<file path="src/rtl/led_frame_writer.sv">
// led_frame_writer: after the driver configuration wait, pulses a frame-start flag
// and streams one frame of per-LED brightness words from a selectable pattern engine.
//
// state  | meaning
// ST_CFG | driver register-configuration window; outputs idle
// ST_RUN | periodic frames: start flag, write burst, frame_done pulse
module led_frame_writer #(
    parameter int NUM_LEDS     = 360,
    parameter int NUM_ZONES    = 9,
    parameter int DATA_W       = 16,
    parameter int CFG_CYCLES   = 2500,
    parameter int FRAME_PERIOD = 420001,
    parameter int FLAG_LEN     = 29,
    parameter int WR_START     = 4,
    parameter int STRIPE       = 24,
    parameter int CHASE_DIV    = 20
) (
    input  logic                          clk,
    input  logic                          rst_n,
    input  logic [8*NUM_ZONES-1:0]        light_reg_flatted,
    input  logic [2:0]                    mode_selector,
    input  logic [7:0]                    gain,
    output logic                          cfg_done,
    output logic                          sdbpflag_wire,
    output logic                          wten_wire,
    output logic [$clog2(NUM_LEDS)-1:0]   wtaddr_wire,
    output logic [DATA_W-1:0]             wtdina_wire,
    output logic                          frame_done
);

    localparam int AW  = $clog2(NUM_LEDS);
    localparam int LPZ = NUM_LEDS / NUM_ZONES;
    localparam int ZW  = (NUM_ZONES > 1) ? $clog2(NUM_ZONES) : 1;
    localparam int LW  = (LPZ > 1) ? $clog2(LPZ) : 1;
    localparam int SW  = $clog2(STRIPE);
    localparam int FW  = $clog2(FRAME_PERIOD);
    localparam int CW  = (CFG_CYCLES > 1) ? $clog2(CFG_CYCLES) : 1;
    localparam int DVW = (CHASE_DIV > 1) ? $clog2(CHASE_DIV) : 1;

    // The frame timer counts down from FRAME_PERIOD-1; cycle j of a frame has
    // remaining count FRAME_PERIOD-1-j, so every window maps to a fixed range.
    localparam logic [FW-1:0] REM_TOP     = FW'(FRAME_PERIOD - 1);
    localparam logic [FW-1:0] REM_FLAG_HI = FW'(FRAME_PERIOD - 2);
    localparam logic [FW-1:0] REM_FLAG_LO = FW'(FRAME_PERIOD - 1 - FLAG_LEN);
    localparam logic [FW-1:0] REM_WR_HI   = FW'(FRAME_PERIOD - 1 - WR_START);
    localparam logic [FW-1:0] REM_WR_LO   = FW'(FRAME_PERIOD - WR_START - NUM_LEDS);
    localparam logic [FW-1:0] REM_DONE    = FW'(FRAME_PERIOD - 1 - WR_START - NUM_LEDS);

    typedef enum logic {ST_CFG, ST_RUN} state_t;

    state_t                 state, state_nxt;
    logic [CW-1:0]          cfg_rem, cfg_rem_nxt;
    logic [FW-1:0]          frame_rem, frame_rem_nxt;
    logic                   frame_start, run_nxt, flag_d, burst_d, done_d;

    logic [2:0]             snap_mode;
    logic [8*NUM_ZONES-1:0] snap_light;
    logic [7:0]             snap_gain;

    logic [AW-1:0]          addr_cnt, chase_pos;
    logic [ZW-1:0]          zone_cnt;
    logic [LW-1:0]          lpz_cnt;
    logic [SW-1:0]          stripe_cnt;
    logic [DVW-1:0]         chase_div;

    logic [7:0]             bright;
    logic [15:0]            product;
    logic [DATA_W-1:0]      pix;

    always_ff @(posedge clk or negedge rst_n) begin
        if (!rst_n) begin
            state     <= ST_CFG;
            cfg_rem   <= CW'(CFG_CYCLES - 1);
            frame_rem <= '0;
        end else begin
            state     <= state_nxt;
            cfg_rem   <= cfg_rem_nxt;
            frame_rem <= frame_rem_nxt;
        end
    end

    always_comb begin
        state_nxt     = state;
        cfg_rem_nxt   = cfg_rem;
        frame_rem_nxt = frame_rem;
        frame_start   = 1'b0;
        case (state)
            ST_CFG: begin
                if (cfg_rem == '0) begin
                    state_nxt     = ST_RUN;
                    frame_start   = 1'b1;
                    frame_rem_nxt = REM_TOP;
                end else begin
                    cfg_rem_nxt = cfg_rem - 1'b1;
                end
            end
            ST_RUN: begin
                if (frame_rem == '0) begin
                    frame_start   = 1'b1;
                    frame_rem_nxt = REM_TOP;
                end else begin
                    frame_rem_nxt = frame_rem - 1'b1;
                end
            end
            default: state_nxt = ST_CFG;
        endcase
        run_nxt = (state_nxt == ST_RUN);
        flag_d  = run_nxt && (frame_rem_nxt >= REM_FLAG_LO) && (frame_rem_nxt <= REM_FLAG_HI);
        burst_d = run_nxt && (frame_rem_nxt >= REM_WR_LO) && (frame_rem_nxt <= REM_WR_HI);
        done_d  = run_nxt && (frame_rem_nxt == REM_DONE);
    end

    always_comb begin
        bright = '0;
        for (int z = 0; z < NUM_ZONES; z++) begin
            if (zone_cnt == ZW'(z)) bright = snap_light[8*z +: 8];
        end
        product = 16'(bright) * 16'(snap_gain);
        pix = '0;
        case (snap_mode)
            3'd0: pix = DATA_W'(product);
            3'd2: pix = (stripe_cnt < SW'(STRIPE/2)) ? '1 : '0;
            3'd3: begin
                if (stripe_cnt < SW'(STRIPE/3))        pix = '1;
                else if (stripe_cnt < SW'(2*STRIPE/3)) pix = DATA_W'(16'h0100);
                else                                   pix = '0;
            end
            3'd4: pix = (addr_cnt == chase_pos) ? '1 : '0;
            default: pix = '1;
        endcase
    end

    always_ff @(posedge clk or negedge rst_n) begin
        if (!rst_n) begin
            cfg_done      <= 1'b0;
            sdbpflag_wire <= 1'b0;
            wten_wire     <= 1'b0;
            wtaddr_wire   <= '0;
            wtdina_wire   <= '0;
            frame_done    <= 1'b0;
            snap_mode     <= '0;
            snap_light    <= '0;
            snap_gain     <= '0;
            addr_cnt      <= '0;
            zone_cnt      <= '0;
            lpz_cnt       <= '0;
            stripe_cnt    <= '0;
            chase_pos     <= '0;
            chase_div     <= '0;
        end else begin
            cfg_done      <= run_nxt;
            sdbpflag_wire <= flag_d;
            wten_wire     <= burst_d;
            frame_done    <= done_d;
            wtaddr_wire   <= burst_d ? addr_cnt : '0;
            wtdina_wire   <= burst_d ? pix : '0;
            if (frame_start) begin
                snap_mode  <= mode_selector;
                snap_light <= light_reg_flatted;
                snap_gain  <= gain;
                addr_cnt   <= '0;
                zone_cnt   <= '0;
                lpz_cnt    <= '0;
                stripe_cnt <= '0;
                // Frame 0 only arms the divider; later frame starts step the chase.
                if (state == ST_CFG) begin
                    chase_div <= DVW'(CHASE_DIV - 1);
                end else if (chase_div == '0) begin
                    chase_div <= DVW'(CHASE_DIV - 1);
                    chase_pos <= (chase_pos == AW'(NUM_LEDS - 1)) ? '0 : chase_pos + 1'b1;
                end else begin
                    chase_div <= chase_div - 1'b1;
                end
            end else if (burst_d) begin
                addr_cnt   <= addr_cnt + 1'b1;
                stripe_cnt <= (stripe_cnt == SW'(STRIPE - 1)) ? '0 : stripe_cnt + 1'b1;
                if (lpz_cnt == LW'(LPZ - 1)) begin
                    lpz_cnt  <= '0;
                    zone_cnt <= zone_cnt + 1'b1;
                end else begin
                    lpz_cnt <= lpz_cnt + 1'b1;
                end
            end
        end
    end

endmodule

</file>
<file path="config.mk">
export PLATFORM = sky130hd
export DESIGN_NAME = led_frame_writer
export DESIGN_NICKNAME = d
export VERILOG_FILES = /design/src/rtl/led_frame_writer.sv
export SDC_FILE = /design/constraint.sdc
export NUM_CORES = 1
export LEC_CHECK = 0
export ABC_CLOCK_PERIOD_IN_PS = 8550
export CAP_MARGIN = 20
export CORE_ASPECT_RATIO = 0.7
export CORE_UTILIZATION = 55
export DETAILED_ROUTE_END_ITERATION = 16
export HOLD_SLACK_MARGIN = 0.15
export PLACE_DENSITY_LB_ADDON = 0.05
export SLEW_MARGIN = 20
export SYNTH_ARGS = -nofsm -noshare
export SYNTH_HDL_FRONTEND = slang
export SYNTH_SLANG_ARGS = --single-unit
</file>
<file path="constraint.sdc">
create_clock -name clk -period 8.55 [get_ports clk]
set_clock_uncertainty 0.2 [all_clocks]
set_input_delay 1.71 -clock clk [delete_from_list [all_inputs] [get_ports clk]]
set_output_delay 1.71 -clock clk [all_outputs]
set_load 0.005 [all_outputs]
</file>
---- Word level (Yosys, flattened, before mapping) ----
Cells that the tools add are included.
cells by class
  equal/unequal tests ..................... 16
  $add $sub $neg .......................... 8
  multiply operators ...................... 1
  muxes and demuxes ....................... 37
  order comparisons ....................... 7
  reduce and logical (&&, ||, !) cells .... 15
  bitwise logic cells ..................... 2
operators with widths
  cell                                                                           count
  8-bit two-way mux                                                              9
  16-bit two-way mux                                                             4
  16-bit case mux with 4 select lines                                            1
  9-bit two-way mux                                                              5
  19-bit greater-or-equal comparator (second input constant)                     2
  19-bit less-or-equal comparator (second input constant)                        2
  19-bit two-way mux                                                             2
  19-bit case mux with 2 select lines                                            1
  5-bit two-way mux                                                              5
  19-bit equality test (second input constant)                                   1
  19-bit zero test                                                               1
  19-bit by 1-bit subtractor with 19-bit output (second input constant)          1
  9-bit by 1-bit adder with 9-bit output (second input constant)                 2
  6-bit two-way mux                                                              3
  4-bit by 3-bit equality test with 1-bit output (second input constant)         4
  8-bit by 8-bit multiplier with 16-bit output                                   1
  12-bit zero test                                                               1
  4-bit two-way mux                                                              3
  12-bit by 1-bit subtractor with 12-bit output (second input constant)          1
  5-bit by 4-bit less-than comparator with 1-bit output (second input constant)  2
  9-bit equality test                                                            1
  9-bit equality test (second input constant)                                    1
  4-bit by 2-bit equality test with 1-bit output (second input constant)         2
  6-bit by 1-bit adder with 6-bit output (second input constant)                 1
  20 further kinds                                                               30
storage, ports and cells
  input port bits ......................... 85
  word-level logic and storage cells ...... 103
  register bits after elaboration ......... 181
  output and inout bits ................... 29

---- Depth between registers and ports, before layout ----
Gate-level depths: netlist of the first run.
  depth after elaboration ................. 13
  depth in mapped cells ................... 33
  gate-level depth less buffers ........... 30

---- Least setup slack after synthesis of the first run ----
Ideal clock, no wire load.
  path kind ............................... flip-flop to flip-flop
  start point ............................. reg zone_cnt[0]
  end point ............................... reg wtdina_wire[15]
  data required time ...................... 8.273 ns
  cell stages (with the launch flop) ...... 34
  path slack .............................. 1.982 ns
  arrival ................................. 6.290 ns
  clock period less this slack ............ 6.568 ns
  library setup time ...................... 0.077 ns
  path through ............................ dfrtp_1 inv_1 ha_1 clkbuf_1 or3b_2 clkbuf_1 clkbuf_1 nor2_1 a211oi_1 a221oi_1 nand2_1 o211ai_1 nand3_1 o21ai_0 nand2_1 and2_1 fa_1 inv_1 fa_1 inv_1 fa_1 inv_1 fa_1 inv_1 ha_1 inv_1 o21bai_1 nand3_1 a21bo_2 a21oi_1 o41ai_1 xnor2_1 nand2_1 a21oi_1
on the way
  cells in the longest elaborated chain, start to end .. 13
  elaborated cells between the ends (all ways) .. 21
  classes of those cells .................. mul (1); eq/ne (8); mux (11); reduce/logical (1)
RTL lines
  item                                            line  source
  start, declared                                 61    logic [ZW-1:0] zone_cnt;
  start signal, assigned                          179   zone_cnt <= zone_cnt + 1'b1;
  4-bit zero test                                 116   if (zone_cnt == ZW'(z)) bright = snap_light[8*z +: 8];
  8-bit two-way mux (8 in series)                 116
  8-bit two-way mux *                             116
  8-bit by 8-bit multiplier with 16-bit output *  118   product = 16'(bright) * 16'(snap_gain);
  16-bit case mux with 4 select lines *           120   case (snap_mode)
  16-bit two-way mux *                            156   wtdina_wire <= burst_d ? pix : '0;
  end signal, assigned                            156
  end, declared                                   27    output logic [DATA_W-1:0] wtdina_wire,
Every way passes the cells marked *; elsewhere a longest branch is shown, timed or not.
A chain may end at the register's enable or synchronous reset.

---- Worst setup path in the final report of the first run ----
Same ends and word-level chain as after synthesis.

==> flow_summary.yaml, run 1 <==
worst_setup_path:
  worstPathArrival_ns: 7.26
  endpoint_kind: "flip-flop"
  path_delay_family: "adder cells"
  worst-path-stages: 29
  path_buf_inv: 5
  crit_top_cell: "inv_1"
  cp.required_ns: 8.71
  slowest_delay_ns: 0.65
  r2r_cells: 29
  crit_path_start_kind: "flip-flop"
  worstSetupPathType: "flip-flop to flip-flop"
  slowest_stage: "or3b_2"
  crit_fanout: 16
synth:
  synth_area_um2: 11050
  synth_top_flop_cell: "dfrtp_1"
  ys_seq_area_frac: 0.4107
  syn_avg_cell_area_um2: 8.664
  yosysTopAreaCell: "dfrtp_1"
  ys_types: 77
  synth-edff-count: 0
  yosys.area.top_type_share: 0.3964
  yosysMostFrequentCell: "nand2_1"
  syn_nets: 1443
  async_flop_share: 1.000
  synth_seq_cells: 181
  yosys_warnings: 0
  synthCells: 1275
  ys_top_cells_by_area: "dfrtp_1 (40%), nand2_1 (12%), fa_1 (6.5%), ha_1 (5.3%), and2_1 (3.3%)"
  synth_common_cells: "nand2_1 (362), dfrtp_1 (175), inv_1 (72)"
run_status:
  outcome: "finished, final reports clean"
timing:
  slew_viol_final: 0
  timing.hold.ws_ns: 0.2686
  post-route-min-period_ns: 7.102
  worst_slew_pin_slew_ns: 1.042
  final.period_utilization: 0.8306
  rsz0062_at_grt: "no"
  setup_viol_count_final: 0
  slew_headroom: 0.3054
  fin_ws_ns: 1.448
  hold_violations: 0
  fin_tns_setup_ns: 0
  fmax_mhz: 140.8
clock_network:
  root_buffer: "clkbuf_16"
  clkTransAtPathRegs_ns: 0.08
  clock_latency_ns: 0.44
  cts_setup_buffers: 0
  ctsResizeCount: 0
  ctsHoldBuffers: 0
  cts_tree: "yes"
  cts_buffers: 17
  clkSinkCount: 181
  cts_buffer_depth: 2
  htreeDepth: 4
power_and_ir_drop:
  power_leakage_nw: 6.018
  pwr-share-clk: 0.375
  peakVddDrop_uv: 147.9
  combPwrFrac: 0.205
  p_sw_frac: 0.3005
  p_seq_frac: 0.421
  finalPower_mw: 2.151
  p_switching_mw: 0.6464
  internal-power_mw: 1.505
  powerDensity_nw_per_um2: 165.6
finish:
  drive_above_1_share: 0.06277
  antenna_cells: 0
  syn_to_final_growth_pct: 17.58
  stdcell_count: 1634
  n_fill_cell: 1605
  nets: 1525
route:
  wl_um: 26140
  via_count: 9152
  drc: 0
  ant_nets: 0
  vias_per_cell: 5.601
  firstDrtPassIters: 5
  wire_per_inst_um: 16.00
  dr.first_iter.drc_count: 810
global_route:
  grt_pass1_vias: 8476
  antenna_found_initial: 0
  overflow: 0
  grt_util_all_layers: 0.2692
  grt_pass1_wl_um: 43470
  grt_max_degree: 107
floorplanning:
  ios: 114
  die_w_um: 171.4
  die_area_um2: 20670
  num_rows: 42
  start_util: 0.5728
  core_um2: 19290
  die_h_um: 120.6
placement:
  gp_congestion: 0.9168
  place_inst: 1601
  hpwlAfterDp_um: 18810
  dp_slack_ns: 1.575
  numPortBuffers: 113
flow_run:
  drv_cap: 0
hold_path:
  hold_depth: 2
  hold_path_class: "flip-flop to flip-flop"
power by group through the flow:
stage | Sequential (mW) | Combinational (mW) | Clock [mW]
floorplan | 0.916 | 0.297 | 0
global placement | 0.921 | 0.430 | 0
detailed placement | 0.921 | 0.438 | 0
CTS | 0.904 | 0.445 | 0.818
global route | 0.908 | 0.505 | 0.853
finish | 0.905 | 0.440 | 0.806
path summary, 6_finish.rpt:
check	start	endpoint	slack (ns)
min reg2reg	cfg_rem[7]	cfg_rem[7]	0.27
min in group asynchronous	rst_n	frame_rem[5]	1.16
max in group asynchronous	rst_n	snap_light[40]	5.38
min	cfg_rem[7]	cfg_rem[7]	0.27
max reg2reg	zone_cnt[0]	wtdina_wire[15]	1.45
max	zone_cnt[0]	wtdina_wire[15]	1.45
worst register-to-register path, delay by kind of cell (launching register included):
kind / cells / cell delay (ns)
adder cells (fa/ha/maj): 6 / 2.74
AND/OR/NAND/NOR: 8 / 1.64
AO/OA/AOI/OAI: 9 / 1.50
flip-flops: 1 / 0.41
buffers and inverters: 5 / 0.32
XOR/XNOR: 1 / 0.18
metrics by stage:
stage | area, um^2 | util
finish | 12990 | 0.6735
global route | 12990 | 0.6735
CTS | 12950 | 0.6717
detailed placement | 12350 | 0.6401
global placement | 12350 | 0.6401
floorplan | 11050 | -
placed cells by master, fill, tap and decap left out, drive strengths merged, types with 18 or more instances in the layout:
cell type,count
clkbuf,18
nor3,24
inv,83
dfrtp,175
nand3,43
xor2,18
nor2,59
o21ai,44
and2,59
xnor2,23
fa,36
a21oi,51
nand2,362
ha,47
clkdlybuf4s50,112
per-layer routing:
layer	vias to the layer above	part of all wire	track usage
met2	303	0.41	0.3686
met3	22	0.069	0.05074
met4	0	0.0078	0.05469
li1	4469	-	-
met5	-	0	0
met1	4358	0.52	0.4357
flip-flops by register name, indices dropped and copies added (netlist names), 3 cells and up:
signal and flops:
snap_light 72, frame_rem 19, wtdina_wire 16, cfg_rem 12, addr_cnt 9, chase_pos 9
wtaddr_wire 9, snap_gain 8, lpz_cnt 6, chase_div 5, stripe_cnt 5, zone_cnt 4
snap_mode 3
area by class of cell:
type / count / area, um^2 / area share
inverter: 74 / 277.8 / 0.02139
tap: 264 / 330.3 / 0.02543
clock buffer: 18 / 439.2 / 0.03381
sequential: 181 / 4537 / 0.3493
multi-input combinational: 961 / 6015 / 0.4631
clock inverter: 14 / 170.2 / 0.01310
timing repair buffer: 122 / 1220 / 0.09392
logic make-up (layout without fill, tap and decap cells):
kind of cell	after synthesis	count (layout)	synth area share
and+or+nand+nor	626	626	0.2595
AOI/OAI and AO/OA	205	205	0.1260
DFF	181	181	0.4107
buffers and inverters	133	228	0.04712
adders and majority gates	83	83	0.1185
xor gates and xnor gates	41	41	0.03251
muxes	6	6	0.005776
(Power assumes the default switching activity.)
==> run 2: changes to the inputs <==
--- a/config.mk
+++ b/config.mk
@@ -5,7 +5,7 @@
 export SDC_FILE = /design/constraint.sdc
 export NUM_CORES = 1
 export LEC_CHECK = 0
-export ABC_CLOCK_PERIOD_IN_PS = 8550
+export ABC_CLOCK_PERIOD_IN_PS = 6700
 export CAP_MARGIN = 20
 export CORE_ASPECT_RATIO = 0.7
 export CORE_UTILIZATION = 55
==> constraint.sdc (replaced) <==
create_clock -name clk -period 6.7 [get_ports clk]
set_clock_uncertainty 0.2 [all_clocks]
set_input_delay 1.34 -clock clk [delete_from_list [all_inputs] [get_ports clk]]
set_output_delay 1.34 -clock clk [all_outputs]
set_load 0.005 [all_outputs]
==> flow_summary.yaml, run 2 (same netlist as run 1, synthesis figures left out) <==
power_and_ir_drop:
  p_sw_frac: 0.3001
  internal-power_mw: 1.938
  p_seq_frac: 0.417
  pwr-share-clk: 0.356
  powerDensity_nw_per_um2: 208.7
  combPwrFrac: 0.227
  p_switching_mw: 0.8306
  power_leakage_nw: 6.114
  peakVddDrop_uv: 196.3
route:
  dr.first_iter.drc_count: 811
  via_count: 9285
  drc: 0
  wl_um: 26950
  vias_per_cell: 5.624
  wire_per_inst_um: 16.33
  ant_nets: 0
  firstDrtPassIters: 7
finish:
  drive_above_1_share: 0.09733
  n_fill_cell: 1595
  reg_top3: "snap_light (72), frame_rem (19), wtdina_wire (16)"
  largest_register_ffs: 72
  fin_area_um2: 13270
  final_cell_mix: "nand2_1 (358), dfrtp_1 (175), clkdlybuf4s50_1 (112), inv_1 (71), and2_1 (59)"
  nets: 1542
  antenna_cells: 0
  syn_to_final_growth_pct: 20.09
  register_area_um2: 4537
  largest_register: "snap_light"
  multi_input_area_um2: 6198
  finish.utilization: 0.6879
  layout_commonest_cell: "nand2_1"
worst_setup_path:
  endpoint_kind: "flip-flop"
  slowest_delay_ns: 0.52
  r2r-start: "zone_cnt[0]"
  crit_path_start_kind: "flip-flop"
  rr_endpoint: "wtdina_wire[15]"
  slowest_stage: "fa_1"
  cp.required_ns: 6.86
  r2r_cells: 31
  r2r_setup_slack_ns: 0.18
  crit_fanout: 8
  worstPathArrival_ns: 6.68
  worstSetupPathType: "flip-flop to flip-flop"
clock_network:
  root_buffer: "clkbuf_16"
  clkTransAtPathRegs_ns: 0.07
  cts_buffer_depth: 2
  clock_latency_ns: 0.44
  cts_buffers: 17
  ctsHoldBuffers: 0
  clkSinkCount: 181
  htreeDepth: 4
  cts_tree: "yes"
hold_path:
  hold_path_class: "flip-flop to flip-flop"
  whs_endpoint: "snap_light[62]"
  hold_depth: 2
  min-delay-start: "snap_light[62]"
placement:
  hpwlAfterDp_um: 19230
  gp_congestion: 0.8954
  numPortBuffers: 113
  placed_area_um2: 12420
timing:
  hold_violations: 0
  setup_viol_count_final: 0
  final.period_utilization: 0.9737
  slew_headroom: 0.3325
  worst_slew_pin_slew_ns: 1.001
  slew_viol_final: 0
  timing.hold.ws_ns: 0.2671
  post-route-min-period_ns: 6.524
  fmax_mhz: 153.3
floorplanning:
  start_util: 0.5728
  die_area_um2: 20670
  ios: 114
  core_um2: 19290
  die_h_um: 120.6
  num_rows: 42
  die_w_um: 171.4
global_route:
  grt_pass1_vias: 8682
  grt_util_all_layers: 0.2741
  overflow: 0
  grt_max_degree: 92
  grt_pass1_wl_um: 44420
  antenna_found_initial: 0
flow_run:
  drv_cap: 0
run_status:
  outcome: "finished, final reports clean"
==> run 2: per-stage QoR <==
step | cells | power [mW] | worst slack, ns | TNS (ns)
after floorplan | 1275 | 1.548 | 0.1325 | 0
after global placement | 1611 | 1.726 | 0.2178 | 0
after detailed placement | 1611 | 1.735 | -0.04378 | -0.04378
after CTS | 1643 | 2.734 | 0.02188 | 0
after global routing | 1651 | 2.923 | -0.09295 | -0.1579
final | 1651 | 2.768 | 0.1759 | 0
==> run 2: timing repair <==
action	4_1_cts	5_1_grt
setup buffers	0	7
pin swaps	0	16
gates resized for setup	3	36
setup endpoints to repair	2	6
hold endpoints to repair	0	0
cloned	0	1
==> run 2: worst max path at each step <==
stage                           end         from  slack [ns]
CTS                 wtdina_wire[15]  zone_cnt[1]        0.02
global placement    wtdina_wire[15]  zone_cnt[1]        0.22
floorplan           wtdina_wire[15]  zone_cnt[0]        0.13
detailed placement  wtdina_wire[15]  zone_cnt[0]       -0.04
global route        wtdina_wire[15]  zone_cnt[1]       -0.09
finish              wtdina_wire[15]  zone_cnt[0]        0.18
==> run 2: cell type report <==
cell class              instances  area share
multi-input cells             962      0.4672
flip-flops and latches        181      0.3420
clock inverters                14     0.01217
repair buffers                138      0.1004
clock buffers                  18     0.03235
inverters                      74     0.02094
well taps                     264     0.02490
==> run 2: worst max-delay path, delay by kind of cell (launching register included) <==
kind	cells	cell delay, ns
AOI/OAI and AO/OA	13	2.12
adders and majority gates	6	2.10
buffers and inverters	6	0.76
and+or+nand+nor	5	0.66
DFF	1	0.42
xor gates and xnor gates	1	0.16
==> run 2: power groups by stage <==
stage	Combinational, mW	Clock (mW)	Sequential, mW
2_1_floorplan	0.379	0	1.17
3_3_place_gp	0.551	0	1.17
3_5_place_dp	0.561	0	1.17
4_1_cts	0.574	1.01	1.15
5_1_grt	0.717	1.05	1.16
6_report	0.628	0.985	1.16
==> run 2: routing by layer <==
| layer | track usage | wire length [um] | vias up |
|---|---|---|---|
| li1 | - | - | 4492 |
| met1 | 0.4422 | 13710 | 4462 |
| met2 | 0.3819 | 11310 | 315 |
| met3 | 0.04648 | 1747 | 16 |
| met4 | 0.05413 | 193 | 0 |
| met5 | 0 | 0 | - |
==> run 3: changes to the inputs <==
--- a/config.mk
+++ b/config.mk
@@ -6,7 +6,6 @@
 export NUM_CORES = 1
 export LEC_CHECK = 0
 export ABC_CLOCK_PERIOD_IN_PS = 6700
-export CAP_MARGIN = 20
 export CORE_ASPECT_RATIO = 0.7
 export CORE_UTILIZATION = 55
 export DETAILED_ROUTE_END_ITERATION = 16
==> results of run 3 <==
Same layout as run 2: the final DEF is identical, and so are final timing and power.
